$ cat src/rtl/text_write_controller_pkg.sv
// Shared constants for the text write path: op-codes, screen geometry defaults,
// coordinate width and the coordinate clamp used by SETPOS.
package text_write_controller_pkg;

  localparam int COORD_W      = 7;
  localparam int COLS_DEFAULT = 100;
  localparam int ROWS_DEFAULT = 75;

  typedef enum logic [1:0] {
    OP_PUTCHAR = 2'b00,
    OP_SETPOS  = 2'b01,
    OP_CLEAR   = 2'b10,
    OP_NEWLINE = 2'b11
  } text_op_e;

  typedef enum logic {
    ST_IDLE  = 1'b0,
    ST_CLEAR = 1'b1
  } text_state_e;

  function automatic logic [COORD_W-1:0] clamp_coord(input logic [COORD_W-1:0] v,
                                                     input logic [COORD_W-1:0] lim);
    return (v > lim) ? lim : v;
  endfunction

endpackage

$ cat src/rtl/text_cursor_step.sv
// Combinational next position on a COLS x ROWS grid: advance one cell in
// row-major order, or jump to the start of the next row; both wrap to (0,0).
module text_cursor_step
  import text_write_controller_pkg::*;
#(
  parameter int COLS = COLS_DEFAULT,
  parameter int ROWS = ROWS_DEFAULT
) (
  input  logic [COORD_W-1:0] i_x,
  input  logic [COORD_W-1:0] i_y,
  input  logic               i_newline,
  output logic [COORD_W-1:0] o_x,
  output logic [COORD_W-1:0] o_y
);

  localparam logic [COORD_W-1:0] MAX_X = COORD_W'(COLS - 1);
  localparam logic [COORD_W-1:0] MAX_Y = COORD_W'(ROWS - 1);

  logic [COORD_W-1:0] w_y_inc;

  assign w_y_inc = (i_y == MAX_Y) ? '0 : i_y + COORD_W'(1);

  always_comb begin
    // NOTE: every output gets a default first so no path can infer a latch.
    o_x = '0;
    o_y = i_y;
    if (i_newline || i_x == MAX_X) begin
      o_y = w_y_inc;
    end else begin
      o_x = i_x + COORD_W'(1);
    end
  end

endmodule

$ cat src/rtl/text_write_controller.sv
// Command-driven text cursor: PUTCHAR/SETPOS/NEWLINE update the cursor and
// emit cell writes; CLEAR streams one fill write per cycle over the screen.
module text_write_controller
  import text_write_controller_pkg::*;
#(
  parameter int COLS   = COLS_DEFAULT,
  parameter int ROWS   = ROWS_DEFAULT,
  parameter int ATTR_W = 16
) (
  input  logic               clk,
  input  logic               reset,
  input  logic               cmd_valid,
  output logic               cmd_ready,
  input  logic [1:0]         cmd_op,
  input  logic [COORD_W-1:0] cmd_x,
  input  logic [COORD_W-1:0] cmd_y,
  input  logic [ATTR_W-1:0]  cmd_data,
  output logic               write,
  output logic [COORD_W-1:0] xtextwrite,
  output logic [COORD_W-1:0] ytextwrite,
  output logic [ATTR_W-1:0]  value,
  output logic [COORD_W-1:0] cursor_x,
  output logic [COORD_W-1:0] cursor_y,
  output logic               busy
);

  localparam logic [COORD_W-1:0] MAX_X = COORD_W'(COLS - 1);
  localparam logic [COORD_W-1:0] MAX_Y = COORD_W'(ROWS - 1);

  text_state_e        r_state, w_next_state;
  logic [COORD_W-1:0] r_cur_x, r_cur_y, r_scan_x, r_scan_y;
  logic [COORD_W-1:0] r_xtextwrite, r_ytextwrite;
  logic [ATTR_W-1:0]  r_fill, r_value;
  logic               r_write;

  text_op_e           w_op;
  logic               w_accept, w_clear_last;
  logic [COORD_W-1:0] w_cur_next_x, w_cur_next_y;
  logic [COORD_W-1:0] w_scan_in_x, w_scan_in_y, w_scan_next_x, w_scan_next_y;

  assign w_op     = text_op_e'(cmd_op);
  assign w_accept = cmd_valid && (r_state == ST_IDLE);
  // The last strobe of a fill is recognised from the write address on the outputs.
  assign w_clear_last = (r_xtextwrite == MAX_X) && (r_ytextwrite == MAX_Y);

  // While idle the scan step sees (0,0), so accepting CLEAR preloads the second cell.
  assign w_scan_in_x = (r_state == ST_IDLE) ? '0 : r_scan_x;
  assign w_scan_in_y = (r_state == ST_IDLE) ? '0 : r_scan_y;

  text_cursor_step #(.COLS(COLS), .ROWS(ROWS)) u_cursor_step (
    .i_x       (r_cur_x),
    .i_y       (r_cur_y),
    .i_newline (w_op == OP_NEWLINE),
    .o_x       (w_cur_next_x),
    .o_y       (w_cur_next_y)
  );

  text_cursor_step #(.COLS(COLS), .ROWS(ROWS)) u_scan_step (
    .i_x       (w_scan_in_x),
    .i_y       (w_scan_in_y),
    .i_newline (1'b0),
    .o_x       (w_scan_next_x),
    .o_y       (w_scan_next_y)
  );

  always_ff @(posedge clk or posedge reset) begin
    // NOTE: state registers use non-blocking assignments so every flop samples pre-edge values.
    if (reset) r_state <= ST_IDLE;
    else       r_state <= w_next_state;
  end

  always_comb begin
    w_next_state = r_state;
    unique case (r_state)
      ST_IDLE:  if (w_accept && w_op == OP_CLEAR) w_next_state = ST_CLEAR;
      ST_CLEAR: if (w_clear_last) w_next_state = ST_IDLE;
    endcase
  end

  always_ff @(posedge clk or posedge reset) begin
    if (reset) begin
      r_write      <= 1'b0;
      r_xtextwrite <= '0;
      r_ytextwrite <= '0;
      r_value      <= '0;
      r_fill       <= '0;
      r_cur_x      <= '0;
      r_cur_y      <= '0;
      r_scan_x     <= '0;
      r_scan_y     <= '0;
    end else begin
      r_write <= 1'b0;
      if (w_accept) begin
        unique case (w_op)
          OP_PUTCHAR: begin
            r_write      <= 1'b1;
            r_xtextwrite <= r_cur_x;
            r_ytextwrite <= r_cur_y;
            r_value      <= cmd_data;
            r_cur_x      <= w_cur_next_x;
            r_cur_y      <= w_cur_next_y;
          end
          OP_SETPOS: begin
            r_cur_x <= clamp_coord(cmd_x, MAX_X);
            r_cur_y <= clamp_coord(cmd_y, MAX_Y);
          end
          OP_NEWLINE: begin
            r_cur_x <= w_cur_next_x;
            r_cur_y <= w_cur_next_y;
          end
          OP_CLEAR: begin
            r_fill       <= cmd_data;
            r_write      <= 1'b1;
            r_xtextwrite <= '0;
            r_ytextwrite <= '0;
            r_value      <= cmd_data;
            r_scan_x     <= w_scan_next_x;
            r_scan_y     <= w_scan_next_y;
            r_cur_x      <= '0;
            r_cur_y      <= '0;
          end
        endcase
      end else if (r_state == ST_CLEAR && !w_clear_last) begin
        r_write      <= 1'b1;
        r_xtextwrite <= r_scan_x;
        r_ytextwrite <= r_scan_y;
        r_value      <= r_fill;
        r_scan_x     <= w_scan_next_x;
        r_scan_y     <= w_scan_next_y;
      end
    end
  end

  assign cmd_ready  = (r_state == ST_IDLE);
  assign busy       = (r_state == ST_CLEAR);
  assign write      = r_write;
  assign xtextwrite = r_xtextwrite;
  assign ytextwrite = r_ytextwrite;
  assign value      = r_value;
  assign cursor_x   = r_cur_x;
  assign cursor_y   = r_cur_y;

endmodule

$ cat config.mk
export PLATFORM = sky130hd
export DESIGN_NAME = text_write_controller
export DESIGN_NICKNAME = d
export VERILOG_FILES = /design/src/rtl/text_write_controller_pkg.sv /design/src/rtl/text_cursor_step.sv /design/src/rtl/text_write_controller.sv
export SDC_FILE = /design/constraint.sdc
export NUM_CORES = 1
export LEC_CHECK = 0
export CAP_MARGIN = 20
export CORE_AREA = 4 4 99 78
export CTS_CLUSTER_SIZE = 12
export DETAILED_ROUTE_END_ITERATION = 16
export DIE_AREA = 0 0 103 82
export DONT_BUFFER_PORTS = 1
export PLACE_DENSITY = 0.81
export SETUP_SLACK_MARGIN = 0.3
export SLEW_MARGIN = 20
export SYNTH_ARGS = -nofsm -noshare
export SYNTH_HDL_FRONTEND = slang
export SYNTH_HIERARCHICAL = 1
export SYNTH_SLANG_ARGS = --single-unit
$ cat constraint.sdc
create_clock -name clk -period 3.9 [get_ports clk]
set_input_delay 0.39 -clock clk [delete_from_list [all_inputs] [get_ports clk]]
set_output_delay 0.39 -clock clk [all_outputs]
set_load 0.005 [all_outputs]
==> summary.txt <==
routed length per instance - 19.42 um
initial core utilization - 63.39%
Remaining DRCs - 0
initial antenna violation count - 0
Max Cap Viol - 0
Die H - 82 um
Worst setup EP type - flop
post-route setup TNS - 0 ns
Max-slew headroom - 36.73%
initial DRC count - 149
Via Count - 3074
largest net degree at the start of global routing - 46
compound-gate portion of the synthesized area - 20.56%
die area - 8446 sq um
CP required - 4.14 ns
Post-synth EDFFs - 0
Cell Pwr Density - 553.4 nW/um^2
outcome - complete, no violations
Non-Filler Instances - 483
Die X-Extent - 103 um
crit path DAT - 2.68 ns
Final Max Tran Viols - 0
largest family of logic cells by synthesized area - compound AO/OA/AOI/OAI gates
DR vias/cell - 6.364
RD Place Congestion - 0.8442
RR Endpoint - xtextwrite[5]$_DFFE_PP0P_
Final setup violation count - 0
Slew @ Worst Pin - 0.9480 ns
Post-Route Utilization - 67.35%
IO Port Bufs - 0
Overall Global Routing Usage - 23.98%
Cell Area, Synth - 4248 sq um
fraction of layout instances using a drive strength above 1 - 21.55%
Post-Place Cells - 467
WL final - 9380 um
async set-reset flop share out of synthesis - 100.0%
filler instances - 494
n_diodes - 0
Min-Delay Path Class - input port to async pin
Reg clk slew, reported paths - 0.08 ns
core area - 6701 sq um
Leakage - 0.001981 uW
adder-cell share of the synthesized area - 2.946%
register bit total from synthesis - 76
Post-Synth Simple-Gate Area - 16.05%
post-synth cell types - 49
Detail Route Antenna Nets - 0
final worst path period need - 2.445 ns
worst setup path class - flop to flop
pre-CTS setup slack - 1.463 ns
fin crit share - 62.69%
crit start category - flop
final worst setup slack - 1.455 ns
I/O Pins - 82
Clock Skew - 0.009588 ns
top_reg_cell synth - dfrtp_1
mux share of post-synthesis cell area - 9.278%
clk root buf - clkbuf_8
Syn Area/Cell - 10.65 sq um
worst reg2reg setup slack - 1.46 ns
unrepaired setup endpoints after global routing - false
Synth Area in XOR/XNOR - 2.887%
vias in the first global route - 3103
H-tree depth - 3
# resized after CTS - 0
Area Overhead vs Synth - 6.245%
DP HPWL - 6810 um
clock tree buffer depth - 2
Synth Instances - 399
Nets - 439
Synth warnings - 6
grt ovf - 0
Reg2Reg Depth - 5
FP Rows - 26
setup bufs post-CTS - 0
clock sinks - 76
Hold Fails Final Rpt - 0
fmax - 409.0 MHz
hold_buf cts - 0
reg2reg start - busy$_DFF_PP0_
CTS tree - done
worst skew pair latency - 0.35 ns
Initial DRT Pass Iterations - 5
first-pass GRT wire length - 15670 um
Peak supply drop - 0.0003616 V
sequential-to-total area share from yosys stat - 44.77%
total CTS buffers - 9
Crit Path Max Fanout - 20
[power by group]
group	switching, uW	internal [uW]
combinational	252	337
clock	295	352
sequential	276	986
[cell usage after synthesis (all sizes together), types with 9 or more instances]
| master | number | share of area, % |
|---|---|---|
| nand2 | 17 | 1.5 |
| ha | 10 | 2.9 |
| and2 | 16 | 2.4 |
| nor2 | 33 | 3.0 |
| dfrtp | 76 | 45 |
| nand3 | 9 | 1.1 |
| buf | 10 | 1.7 |
| clkbuf | 12 | 1.1 |
| o21ai | 28 | 3.3 |
| a21oi | 15 | 1.8 |
| mux2 | 32 | 9.3 |
| o21a | 16 | 2.8 |
| o22a | 16 | 3.3 |
| nor2b | 20 | 3.3 |
| o221a | 14 | 3.7 |
[sequential cells by signal, summed over array words and instances, names as in the netlist]
signal / cells
value: 16
ytextwrite: 7
cursor_x: 7
r_scan_x: 7
xtextwrite: 7
write: 1
r_fill: 16
busy: 1
r_scan_y: 7
cursor_y: 7
[cell usage in the layout, fill, tap and decap left out, drive strengths merged, types with 3 or more instances in the layout]
cell type / n
nand3: 9
and2: 16
xor2: 6
xnor2: 8
a21oi: 15
nor2b: 20
mux2: 32
a22oi: 8
buf: 5
o31ai: 3
nor2: 33
o221a: 14
o22a: 16
o21a: 16
nor3: 6
dfrtp: 76
and3: 7
o21ai: 28
inv: 8
clkbuf: 12
ha: 10
nand2: 17
[per-stage QoR]
stage	cell area [sq um]	hold slack, ns	power [uW]
6_report	4513	0.1131	2498
5_1_grt	4513	0.1604	2664
3_3_place_gp	4293	0.4885	1830
4_1_cts	4513	0.1366	2510
2_1_floorplan	4252	0.4800	1693
3_5_place_dp	4293	0.4946	1861
[worst max-delay path by stage]
stage | start | to | slack [ns] | cells after the start
6_report | busy$_DFF_PP0_ | xtextwrite[5]$_DFFE_PP0P_ | 1.46 | 5
5_1_grt | busy$_DFF_PP0_ | r_fill[10]$_DFFE_PP0P_ | 1.24 | 3
4_1_cts | busy$_DFF_PP0_ | r_fill[10]$_DFFE_PP0P_ | 1.44 | 3
3_5_place_dp | busy$_DFF_PP0_ | xtextwrite[5]$_DFFE_PP0P_ | 1.46 | 5
3_3_place_gp | cmd_op[0] | r_scan_x[2]$_DFFE_PP0P_ | 1.53 | 5
2_1_floorplan | reset | busy$_DFF_PP0_ | 1.57 | 1
[cell families after synthesis]
family / Yosys count
XOR/XNOR: 14
AND/OR/NAND/NOR: 121
buffers and inverters: 29
other: 1
adder cells (fa/ha/maj): 10
AO/OA/AOI/OAI: 116
flip-flops: 76
multiplexers: 32
[worst max-delay path, cell delays in order, from the launching register on]
cell and delay, ns:
dfrtp_1 0.76, or3b_2 0.53, nor4_4 0.20, o21ai_2 0.28
buf_4 0.29, o221a_2 0.26
[routing by layer]
metal / wire (um) / GRT usage (%) / vias to the layer above
li1: - / - / 1449
met1: 4175 / 32.50 / 1504
met2: 4258 / 35.47 / 110
met3: 810 / 10.10 / 11
met4: 136 / 6.339 / 0
met5: 0 / 0 / -
[layout make-up]
| cell class | count | area (sq um) | share of cell area [%] |
|---|---|---|---|
| tap | 84 | 105.1 | 2.329 |
| timing repair buffer | 5 | 37.54 | 0.8317 |
| inverter | 7 | 26.28 | 0.5822 |
| multi-input combinational | 295 | 2222 | 49.24 |
| clock buffer | 12 | 165.2 | 3.660 |
| clock inverter | 4 | 55.05 | 1.220 |
| sequential | 76 | 1902 | 42.14 |
Note: power is estimated with default switching activity, not from simulation.
